File: src/rtl/whack_pkg.sv
// whack_pkg: shared state encoding, default parameters and saturating helpers
package whack_pkg;
   typedef enum logic [1:0] {IDLE = 2'd0, LOAD = 2'd1, RUN = 2'd2, OVER = 2'd3} state_t;
   localparam int DEF_SCORE_W     = 8;
   localparam int DEF_START_SCORE = 1;
   localparam int DEF_STREAK_STEP = 4;
   localparam int DEF_LEVEL_W     = 3;
   function automatic logic [31:0] sat_inc(input logic [31:0] v, input logic [31:0] max);
      return (v >= max) ? max : v + 32'd1;
   endfunction
   function automatic logic [31:0] sat_dec(input logic [31:0] v);
      return (v == 32'd0) ? 32'd0 : v - 32'd1;
   endfunction
endpackage

File: src/rtl/whack_level_ctr.sv
// whack_level_ctr: consecutive-hit streak counter driving a saturating difficulty level
module whack_level_ctr import whack_pkg::*; #(
   parameter int STREAK_STEP = DEF_STREAK_STEP,
   parameter int LEVEL_W     = DEF_LEVEL_W
) (
   input  logic               systemClock,
   input  logic               reset,
   input  logic               clr,
   input  logic               hit_tick,
   input  logic               miss_tick,
   output logic [LEVEL_W-1:0] level
);
   localparam int SW = $clog2(STREAK_STEP + 1);
   localparam logic [31:0] LEVEL_MAX = (32'd1 << LEVEL_W) - 32'd1;
   localparam logic [SW-1:0] LAST = SW'(STREAK_STEP - 1);
   logic [SW-1:0] streak;
   // a full streak bumps the level and starts a new streak; a miss only drops the streak
   always_ff @(posedge systemClock or negedge reset) begin
      if (!reset) begin
         streak <= '0;
         level  <= '0;
      end else if (clr) begin
         streak <= '0;
         level  <= '0;
      end else if (hit_tick) begin
         streak <= (streak == LAST) ? '0 : streak + SW'(1);
         if (streak == LAST) level <= LEVEL_W'(sat_inc(32'(level), LEVEL_MAX));
      end else if (miss_tick) begin
         streak <= '0;
      end
   end
endmodule

File: src/rtl/whack_game_ctrl.sv
// whack_game_ctrl: game FSM with saturating score, high score, level and game-over pulse
module whack_game_ctrl import whack_pkg::*; #(
   parameter int SCORE_W     = DEF_SCORE_W,
   parameter int START_SCORE = DEF_START_SCORE,
   parameter int STREAK_STEP = DEF_STREAK_STEP,
   parameter int LEVEL_W     = DEF_LEVEL_W
) (
   input  logic               systemClock,
   input  logic               reset,
   input  logic               startSwitch,
   input  logic               roundTick,
   input  logic               W,
   output logic [SCORE_W-1:0] score,
   output logic [SCORE_W-1:0] highScore,
   output logic [LEVEL_W-1:0] level,
   output logic [1:0]         current_state,
   output logic               enable,
   output logic               gameOver
);
   localparam logic [31:0] SCORE_MAX = (32'd1 << SCORE_W) - 32'd1;
   localparam logic [SCORE_W-1:0] SCORE_INIT = SCORE_W'(START_SCORE);
   state_t state, state_nx;
   logic over_nx, live, hit_tick, miss_tick;
   // next state; a tick only counts while running with a nonzero score and the switch on
   always_comb begin
      state_nx = IDLE;
      over_nx  = 1'b0;
      live     = 1'b0;
      case (state)
         IDLE: state_nx = startSwitch ? LOAD : IDLE;
         LOAD: state_nx = RUN;
         RUN: begin
            state_nx = !startSwitch ? IDLE : (score == '0 ? OVER : RUN);
            over_nx  = startSwitch && score == '0;
            live     = startSwitch && score != '0;
         end
         OVER: state_nx = startSwitch ? OVER : IDLE;
         default: state_nx = IDLE;
      endcase
   end
   assign hit_tick      = live & roundTick & W;
   assign miss_tick     = live & roundTick & ~W;
   assign enable        = state == RUN;
   assign current_state = state;
   // state register and registered game-over pulse
   always_ff @(posedge systemClock or negedge reset) begin
      if (!reset) begin
         state    <= IDLE;
         gameOver <= 1'b0;
      end else begin
         state    <= state_nx;
         gameOver <= over_nx;
      end
   end
   // score follows hits/misses; high score trails the running score by one cycle
   always_ff @(posedge systemClock or negedge reset) begin
      if (!reset) begin
         score     <= SCORE_INIT;
         highScore <= '0;
      end else begin
         if (state == LOAD) score <= SCORE_INIT;
         else if (hit_tick) score <= SCORE_W'(sat_inc(32'(score), SCORE_MAX));
         else if (miss_tick) score <= SCORE_W'(sat_dec(32'(score)));
         if (state == RUN && score > highScore) highScore <= score;
      end
   end
   whack_level_ctr #(.STREAK_STEP(STREAK_STEP), .LEVEL_W(LEVEL_W)) u_level (
      .systemClock(systemClock),
      .reset(reset),
      .clr(state == LOAD),
      .hit_tick(hit_tick),
      .miss_tick(miss_tick),
      .level(level)
   );
endmodule

File: config.mk
export PLATFORM = sky130hd
export DESIGN_NAME = whack_game_ctrl
export DESIGN_NICKNAME = d
export VERILOG_FILES = /design/src/rtl/whack_pkg.sv /design/src/rtl/whack_level_ctr.sv /design/src/rtl/whack_game_ctrl.sv
export SDC_FILE = /design/constraint.sdc
export NUM_CORES = 1
export LEC_CHECK = 0
export ABC_AREA = 0
export CAP_MARGIN = 20
export CORE_ASPECT_RATIO = 1.25
export CORE_UTILIZATION = 57
export DETAILED_ROUTE_END_ITERATION = 6
export PLACE_DENSITY = 0.85
export SYNTH_ARGS = -nofsm -noshare
export SYNTH_HDL_FRONTEND = slang
export SYNTH_HIERARCHICAL = 1
export SYNTH_SLANG_ARGS = --single-unit
File: constraint.sdc
create_clock -name systemClock -period 4.5 [get_ports systemClock]
set_clock_uncertainty 0.1 [all_clocks]
set_input_delay 0.9 -clock systemClock [delete_from_list [all_inputs] [get_ports systemClock]]
set_output_delay 0.9 -clock systemClock [all_outputs]
set_load 0.01 [all_outputs]
; Word level (Yosys, flattened, before mapping)
; Cells that the tools add are included.
[op_classes]
add_sub_neg = 4
magnitude_cmp = 3
eq_ne = 4
mux = 20
bitwise = 4
reduce_logical = 10
[ops]
columns = operator, count
row1 = 8-bit 2-to-1 mux, 5
row2 = 3-bit 2-to-1 mux, 8
row3 = 8-bit by 1-bit adder with 8-bit output (second input constant), 1
row4 = 8-bit >= comparator (second input constant), 1
row5 = 8-bit > comparator, 1
row6 = 8-bit zero test, 1
row7 = 2-bit one-hot mux with 4 select lines, 1
row8 = 8-bit nonzero test, 1
row9 = 8-bit by 1-bit subtractor with 8-bit output (second input constant), 1
row10 = 3-bit by 1-bit adder with 3-bit output (second input constant), 2
row11 = 2-bit == test (second input constant), 2
row12 = 1-bit 2-to-1 mux, 4
row13 = 2-bit 2-to-1 mux, 2
row14 = 2-bit nonzero test, 2
row15 = 1-bit AND, 3
row16 = 3-bit by 2-bit == test with 1-bit output (second input constant), 1
row17 = 3-bit >= comparator (second input constant), 1
row18 = 1-bit logical AND, 3
row19 = 3-bit nonzero test, 1
row20 = 2-bit by 1-bit == test with 1-bit output (second input constant), 1
row21 = 2-bit zero test, 1
row22 = 2-bit AND reduction, 1
row23 = 1-bit NOT, 1
[totals]
register_bits = 25
word_cells = 51

; Depth between registers and ports, before layout
; Gate-level depths: netlist of the first run.
[logic_depth]
word_depth = 8
ltp_mapped = 9
mapped_depth_nobuf = 8

; Modules after synthesis
; The synthesis of the first run kept the hierarchy.
[modules_own_cells]
columns = mod, instances, cells_each, area_each_um2, seq_area_each_um2
row1 = whack_game_ctrl, 1, 143, 1318.8, 476.7
row2 = whack_level_ctr, 1, 32, 330.3, 150.1

; Worst setup path after synthesis of the first run
; Ideal clock, no wire load.
[synth_timing]
path_type = flip-flop to flip-flop
startpoint = register score[3]
endpoint = register u_level.level[2]
arrival_time_ns = 2.201
required_time_ns = 4.275
setup_slack_ns = 2.075
stages_incl_launch_ff = 10
path_buffers = 3
period_less_slack_ns = 2.425
cell_sequence = dfrtp_1 > buf_2 > or4_1 > buf_2 > o31a_1 > buf_6 > and2_1 > and3b_2 > nor2_1 > nor3_1
[synth_between]
elab_chain_len = 7
[synth_lines]
columns = element, line_no
row1 = start: declaration, whack_game_ctrl.sv:13  ; output logic [SCORE_W-1:0] score,
row2 = start signal: assignment, whack_game_ctrl.sv:62  ; else if (hit_tick) score <= SCORE_W'(sat_inc(32'(score), SCORE_MAX));
row3 = start signal: assignment, whack_game_ctrl.sv:63  ; else if (miss_tick) score <= SCORE_W'(sat_dec(32'(score)));
row4 = 8-bit nonzero test, whack_game_ctrl.sv:35  ; live = startSwitch && score != '0;
row5 = 1-bit logical AND, whack_game_ctrl.sv:35
row6 = 1-bit 2-to-1 mux, whack_game_ctrl.sv:29  ; case (state)
row7 = 1-bit AND (2 in a row), whack_game_ctrl.sv:41  ; assign hit_tick = live & roundTick & W;
row8 = net hit_tick, whack_game_ctrl.sv:23  ; logic over_nx, live, hit_tick, miss_tick;
row9 = 2-bit nonzero test (no line), --
row10 = 2-bit AND reduction (no line), --
row11 = end signal: assignment, whack_level_ctr.sv:27  ; if (streak == LAST) level <= LEVEL_W'(sat_inc(32'(level), LEVEL_MAX));
row12 = end: declaration, whack_level_ctr.sv:11  ; output logic [LEVEL_W-1:0] level
; The timed path passes the listed nets, and every way through them passes these cells.
; A chain may end at the register's enable or synchronous reset.

; Worst setup path in the final report of the first run
[layout_timing]
startpoint = input port startSwitch
endpoint = register u_level.level[0]
[layout_between]
elab_chain_len = 6
[layout_lines]
columns = element, line_no
row1 = start: declaration, whack_game_ctrl.sv:10  ; input logic startSwitch,
row2 = 1-bit logical AND, whack_game_ctrl.sv:35
row3 = 1-bit 2-to-1 mux, whack_game_ctrl.sv:29
row4 = 1-bit AND (2 in a row), whack_game_ctrl.sv:41
row5 = net hit_tick, whack_game_ctrl.sv:23
row6 = 2-bit nonzero test (no line), --
row7 = 2-bit AND reduction (no line), --
; The timed path passes the listed nets, and every way through them passes these cells.

==> flow_summary_export.csv, run 1 <==
group,metric,value,unit
worst_setup_path,endpoint_kind,"flop",
drt,routed.top_layer,"met4",
timing,setup_viol,0,
synth,synth_compound_area_frac,0.191,
drt,vias,1474,
clocking,clkSinkCount,25,
worst_hold_path,min_from,"current_state[1]",
grt,grt_pass1_vias,1421,
synth,yosysSeqAreaShare,0.380,
place,io_buffers,27,
clocking,clkLatencyLatePin,0.33,ns
timing,timing.final.crit_period,2.83,ns
timing,rsz0062_at_grt,"false",
run_status,status,"finished clean",
synth,synth_area,1650,sq um
power,sw_frac_of_total,0.454,
worst_hold_path,hold_end,"current_state[1]",
grt,grt_overflow,0,
grt,antenna_found_initial,0,
synth,ys.flop_type,"dfrtp_1",
grt,grt_pass1_wl,6.44,mm
worst_setup_path,reg2reg_from,"score[1]",
power,irDropWorstVdd,0.347,mV
finish,multi_input_comb_area,906,sq um
synth,synth_top_family_by_area,"compound AO/OA/AOI/OAI gates",
worst_setup_path,setup.worst_path.start_class,"primary input",
drt,drtAntennaViolNets,0,
synth,async_reset_ff_frac,1.00,
drt,drt_pass1_iterations,4,
job,cap_violations,0,
drt,wire_per_inst,16.5,um
power,power_frac_comb,0.566,
worst_setup_path,crit_path_max_fanout,11,
timing,finalCritPeriodShare,0.628,
synth,synth_fp_nets,194,
place,routabilityCongestion,0.878,
synth,syn_inst,175,
drt,wirelength,3.86,mm
timing,max_freq,354,MHz
power,clockPowerShare,0.090,
drt,via_per_inst,6.30,
floorplan,start_util,0.609,
clocking,cts_tree,"yes",
grt,track_usage,0.270,
drt,wl_met1,1.57,mm
worst_setup_path,r2r_slack,1.86,ns
synth,yosysTopAreaCellShare,0.364,
synth,muxShareOfSynthArea,0.0508,
drt,met2_wirelength,1.96,mm
finish,area_growth,19.0,%
clocking,cts_hold_buffers,0,
worst_setup_path,crit_arrival,2.93,ns
grt,grt_max_degree,26,
timing,slew_violations,0,
drt,met3_length,218,um
floorplan,die_h,62.1,um
clocking,postCtsSetupBuffers,0,
place,post-dp-hpwl,2.88,mm
synth,synth.most_common_cell,"dfrtp_1",
drt,post-route-drc-count,0,
finish,num_antenna_cells,0,
worst_hold_path,hold-path-cell-count,2,
finish,nFillCells,199,
floorplan,pin_count,28,
finish,final_layout_size_suffix_gt1_frac,0.0750,
synth,synthXorXnorAreaFrac,0.0266,
floorplan,std_cell_rows,21,
finish,final_core_util,0.725,
clocking,cts_max_path_buffers,2,
clocking,cts-root-buf,"clkbuf_4",
drt,drt_iter0_markers,45,
power,internal_power,0.000650,W
power,p_total,0.00119,W
timing,setup_tns,0,ns
timing,tightest_slew,0.845,ns
synth,ys_ff_latch,25,
clocking,post_cts_resized,0,
worst_setup_path,reg2reg_depth,6,
worst_setup_path,regToRegEndpoint,"highScore[5]",
worst_hold_path,hold_path_class,"reg2reg",
finish,register_area,627,sq um
synth,synth.avg_cell_area,9.42,sq um
synth,synthAdderAreaFrac,0.106,
clocking,cts_buffers,3,
synth,synthTopCellsByCount,"dfrtp_1, inv_1, ha_1, nor2_1, a21oi_1",
synth,synth_top_cell_by_area,"dfrtp_1",
power,p_seq_frac,0.344,
synth,synth-simple-area-share,0.175,
synth,synth.distinct_cells,47,
finish,nets,220,
clocking,cts_max_level,1,
synth,synth_warnings,6,
floorplan,die_area,3110,sq um
timing,finalHoldViolations,0,
timing,setup_ws,1.67,ns
worst_setup_path,critPathKind,"in2reg",
timing,max-slew-margin-rel,0.433,
power,power_per_cell_area,607,nW/um^2
place,pre_cts_ws,1.36,ns
clocking,clk_pin_slew,0.14,ns
floorplan,die_x,50.1,um
synth,ys_top_cells_by_area,"dfrtp_1, ha_1, inv_1",
synth,synth-edff-count,0,
power,leakage,0.880,nW
power,p_sw,0.000540,W
floorplan,coreArea,2710,sq um
worst_setup_path,cp_data_required_time,4.61,ns
metal layers:
metal  GRT usage  vias up
li1            -      690
met1       0.341      699
met2       0.452       71
met3      0.0343       14
met4       0.118        0
met5           0        -
sequential cells by signal, summed over array words and instances, names as in the netlist:
signal	flops
highScore	8
gameOver	1
current_state	2
u_level/level	3
score	8
u_level/streak	3
power groups by stage:
stage / sequential [W] / clock (W) / combinational [W]
final: 0.000409 / 0.000107 / 0.000674
after global routing: 0.000423 / 0.000119 / 0.000747
after CTS: 0.000405 / 0.000109 / 0.000670
after detailed placement: 0.000411 / 0 / 0.000663
after global placement: 0.000406 / 0 / 0.000641
after floorplan: 0.000389 / 0 / 0.000453
cells by family (layout without fill, tap and decap cells):
kind of cell | after synthesis | in the layout
buffers and inverters | 26 | 51
flip-flops | 25 | 25
adder cells (fa/ha/maj) | 14 | 14
AO/OA/AOI/OAI | 43 | 43
XOR/XNOR | 5 | 5
multiplexers | 8 | 8
AND/OR/NAND/NOR | 54 | 54
metrics by stage:
stage | hold WS (ns) | cells | area [sq um]
global route | 0.472 | 234 | 1960
detailed placement | 0.424 | 229 | 1920
global placement | 0.413 | 229 | 1920
CTS | 0.458 | 233 | 1950
floorplan | 0.392 | 175 | 1650
finish | 0.454 | 234 | 1960
worst max path at each step:
stage	startpoint	end	slack (ns)	cells after the start
final	startSwitch	u_level/level[0]	1.67	7
after global routing	startSwitch	u_level/level[0]	1.56	7
after CTS	startSwitch	u_level/level[0]	1.72	7
after detailed placement	startSwitch	u_level/level[0]	1.36	7
after global placement	startSwitch	u_level/level[0]	1.53	7
after floorplan	score[3]	u_level/level[2]	2.07	9
layout by cell type (no fill, tap or decap), types with 4 or more instances in the layout:
master / n
inv_1: 19
o21ai_0: 7
nor2_1: 14
nand3_1: 6
xnor2_1: 4
mux2i_1: 5
a21oi_1: 8
nand2_1: 6
dfrtp_1: 24
ha_1: 14
clkdlybuf4s50_1: 27
nor3_1: 7
worst max-delay path, stage by stage:
cell and delay, ns:
clkdlybuf4s50_1 0.54, and4b_1 0.27, o31a_1 0.35, and2_1 0.32, nand3b_2 0.16, a2111oi_2 0.29
a211oi_1 0.10
area by class of cell:
cell class	count	share of cell area
repair buffers	28	0.145
flip-flops and latches	25	0.320
inverters	19	0.0364
clock inverters	1	0.00383
clock buffers	3	0.0115
multi-input cells	124	0.462
well taps	34	0.0217
Power figures use the tool's default switching activity.
==> run 2: changes to the inputs <==
- CORE_UTILIZATION: 57 -> 48
- PLACE_DENSITY: 0.85 -> 0.76
- clock period: 4.5 -> 2.4 ns (I/O delays scaled with it)
==> flow_summary_export.csv, run 2 (synthesis results as in run 1) <==
group,metric,value,unit
timing,rsz0062_at_grt,"false",
timing,finalHoldViolations,0,
place,routabilityCongestion,0.883,
drt,drt_iter0_markers,62,
drt,wirelength,3.92,mm
timing,slew_violations,0,
finish,final_layout_size_suffix_gt1_frac,0.132,
timing,max-slew-margin-rel,0.689,
worst_setup_path,critPathKind,"reg2reg",
clocking,clkLatencyLatePin,0.27,ns
floorplan,die_x,54.4,um
drt,wire_per_inst,15.8,um
finish,register_area,627,sq um
finish,nFillCells,272,
clocking,cts-root-buf,"clkbuf_8",
drt,drt_pass1_iterations,4,
finish,area_growth,26.4,%
worst_hold_path,hold_path_class,"in2async",
timing,setup_viol,0,
timing,timing.final.crit_period,2.20,ns
floorplan,pin_count,28,
floorplan,coreArea,3250,sq um
finish,final_core_util,0.641,
grt,grt_max_degree,17,
finish,reg.largest.list,"highScore: 8 flops, score: 8 flops",
grt,antenna_found_initial,0,
finish,nets,232,
floorplan,start_util,0.507,
finish,num_antenna_cells,0,
drt,vias,1481,
place,post-dp-hpwl,3.02,mm
clocking,cts_buffers,3,
grt,track_usage,0.241,
clocking,clk_pin_slew,0.09,ns
place,io_buffers,27,
grt,grt_overflow,0,
clocking,cts_max_path_buffers,2,
timing,finalCritPeriodShare,0.917,
worst_setup_path,cp_data_required_time,2.46,ns
floorplan,std_cell_rows,23,
drt,post-route-drc-count,0,
clocking,postCtsSetupBuffers,0,
clocking,cts_max_level,1,
finish,fin_area,2080,sq um
drt,via_per_inst,5.95,
power,power_per_cell_area,1160,nW/um^2
finish,multi_input_comb_area,926,sq um
drt,drtAntennaViolNets,0,
job,cap_violations,0,
run_status,status,"finished clean",
clocking,cts_tree,"yes",
power,irDropWorstVdd,0.795,mV
worst_setup_path,endpoint_kind,"flop",
timing,tightest_slew,0.465,ns
clocking,clkSinkCount,25,
worst_setup_path,setup.worst_path.start_class,"flop",
worst_setup_path,crit_arrival,2.26,ns
floorplan,die_h,67.5,um
grt,grt_pass1_wl,6.40,mm
power,leakage,0.952,nW
worst_setup_path,crit_path_max_fanout,9,
finish,final_common_cell,"clkdlybuf4s50_1",
grt,grt_pass1_vias,1435,
finish,layout_common_cells,"clkdlybuf4s50_1, dfrtp_1, inv_1",
place,dpl_cell_area,2020,sq um
floorplan,die_area,3680,sq um
timing,max_freq,455,MHz
timing,setup_tns,0,ns
==> run 2: changes by cell type in the layout (fill, tap and decap cells not counted), sizes merged <==
cell      change
clkinvlp      -1
clkinv        +1
buf          +12
==> run 2: path summary, 6_finish.rpt <==
path / from / end / slack, ns / depth (start not counted)
worst max register to register: score[2] / score[6] / 0.20 / 6
min in group systemClock: current_state[1] / current_state[1] / 0.45 / 2
worst min-delay path: reset / score[5] / 0.42 / 1
worst max-delay path: score[2] / score[6] / 0.20 / 6
max in group asynchronous: reset / highScore[7] / 1.20 / 2
worst min register to register: current_state[1] / current_state[1] / 0.45 / 2
==> run 2: what timing repair did <==
action	in CTS	in global routing
resized for setup	0	2
hold buffers	0	0
setup endpoints to repair	0	3
==> run 2: where the power goes <==
part           switching [W]  internal, W
registers           0.000137     0.000549
logic               0.000767     0.000718
clock network       0.000138     0.000116
total                0.00104      0.00138
==> run 2: worst max-delay path, stage by stage, from the launching register on <==
cell and delay (ns):
dfrtp_1 0.42, or4_1 0.59, o31a_1 0.35, buf_4 0.18, a41oi_1 0.21, a21oi_1 0.06
a21o_1 0.17
==> run 2: routing by layer <==
layer / vias to the layer above / part of all wire / track usage
li1: 712 / - / -
met1: 710 / 0.43 / 0.290
met2: 53 / 0.52 / 0.418
met3: 6 / 0.044 / 0.0270
met4: 0 / 0.013 / 0.109
met5: - / 0 / 0
==> run 2: per-stage QoR <==
stage | total power (W) | std cells | setup WS (ns) | hold WS, ns
floorplan | 0.00158 | 175 | 0.0342 | 0.0844
global placement | 0.00208 | 245 | 0.133 | 0.417
detailed placement | 0.00212 | 245 | 0.0519 | 0.433
CTS | 0.00239 | 249 | 0.114 | 0.437
global route | 0.00262 | 249 | 0.0528 | 0.468
finish | 0.00242 | 249 | 0.200 | 0.421
==> run 2: area by class of cell <==
class,count,area share
well taps,37,0.0222
clock inverters,1,0.00240
multi-input cells,124,0.444
clock buffers,3,0.0198
inverters,19,0.0342
repair buffers,40,0.176
flip-flops and latches,25,0.301
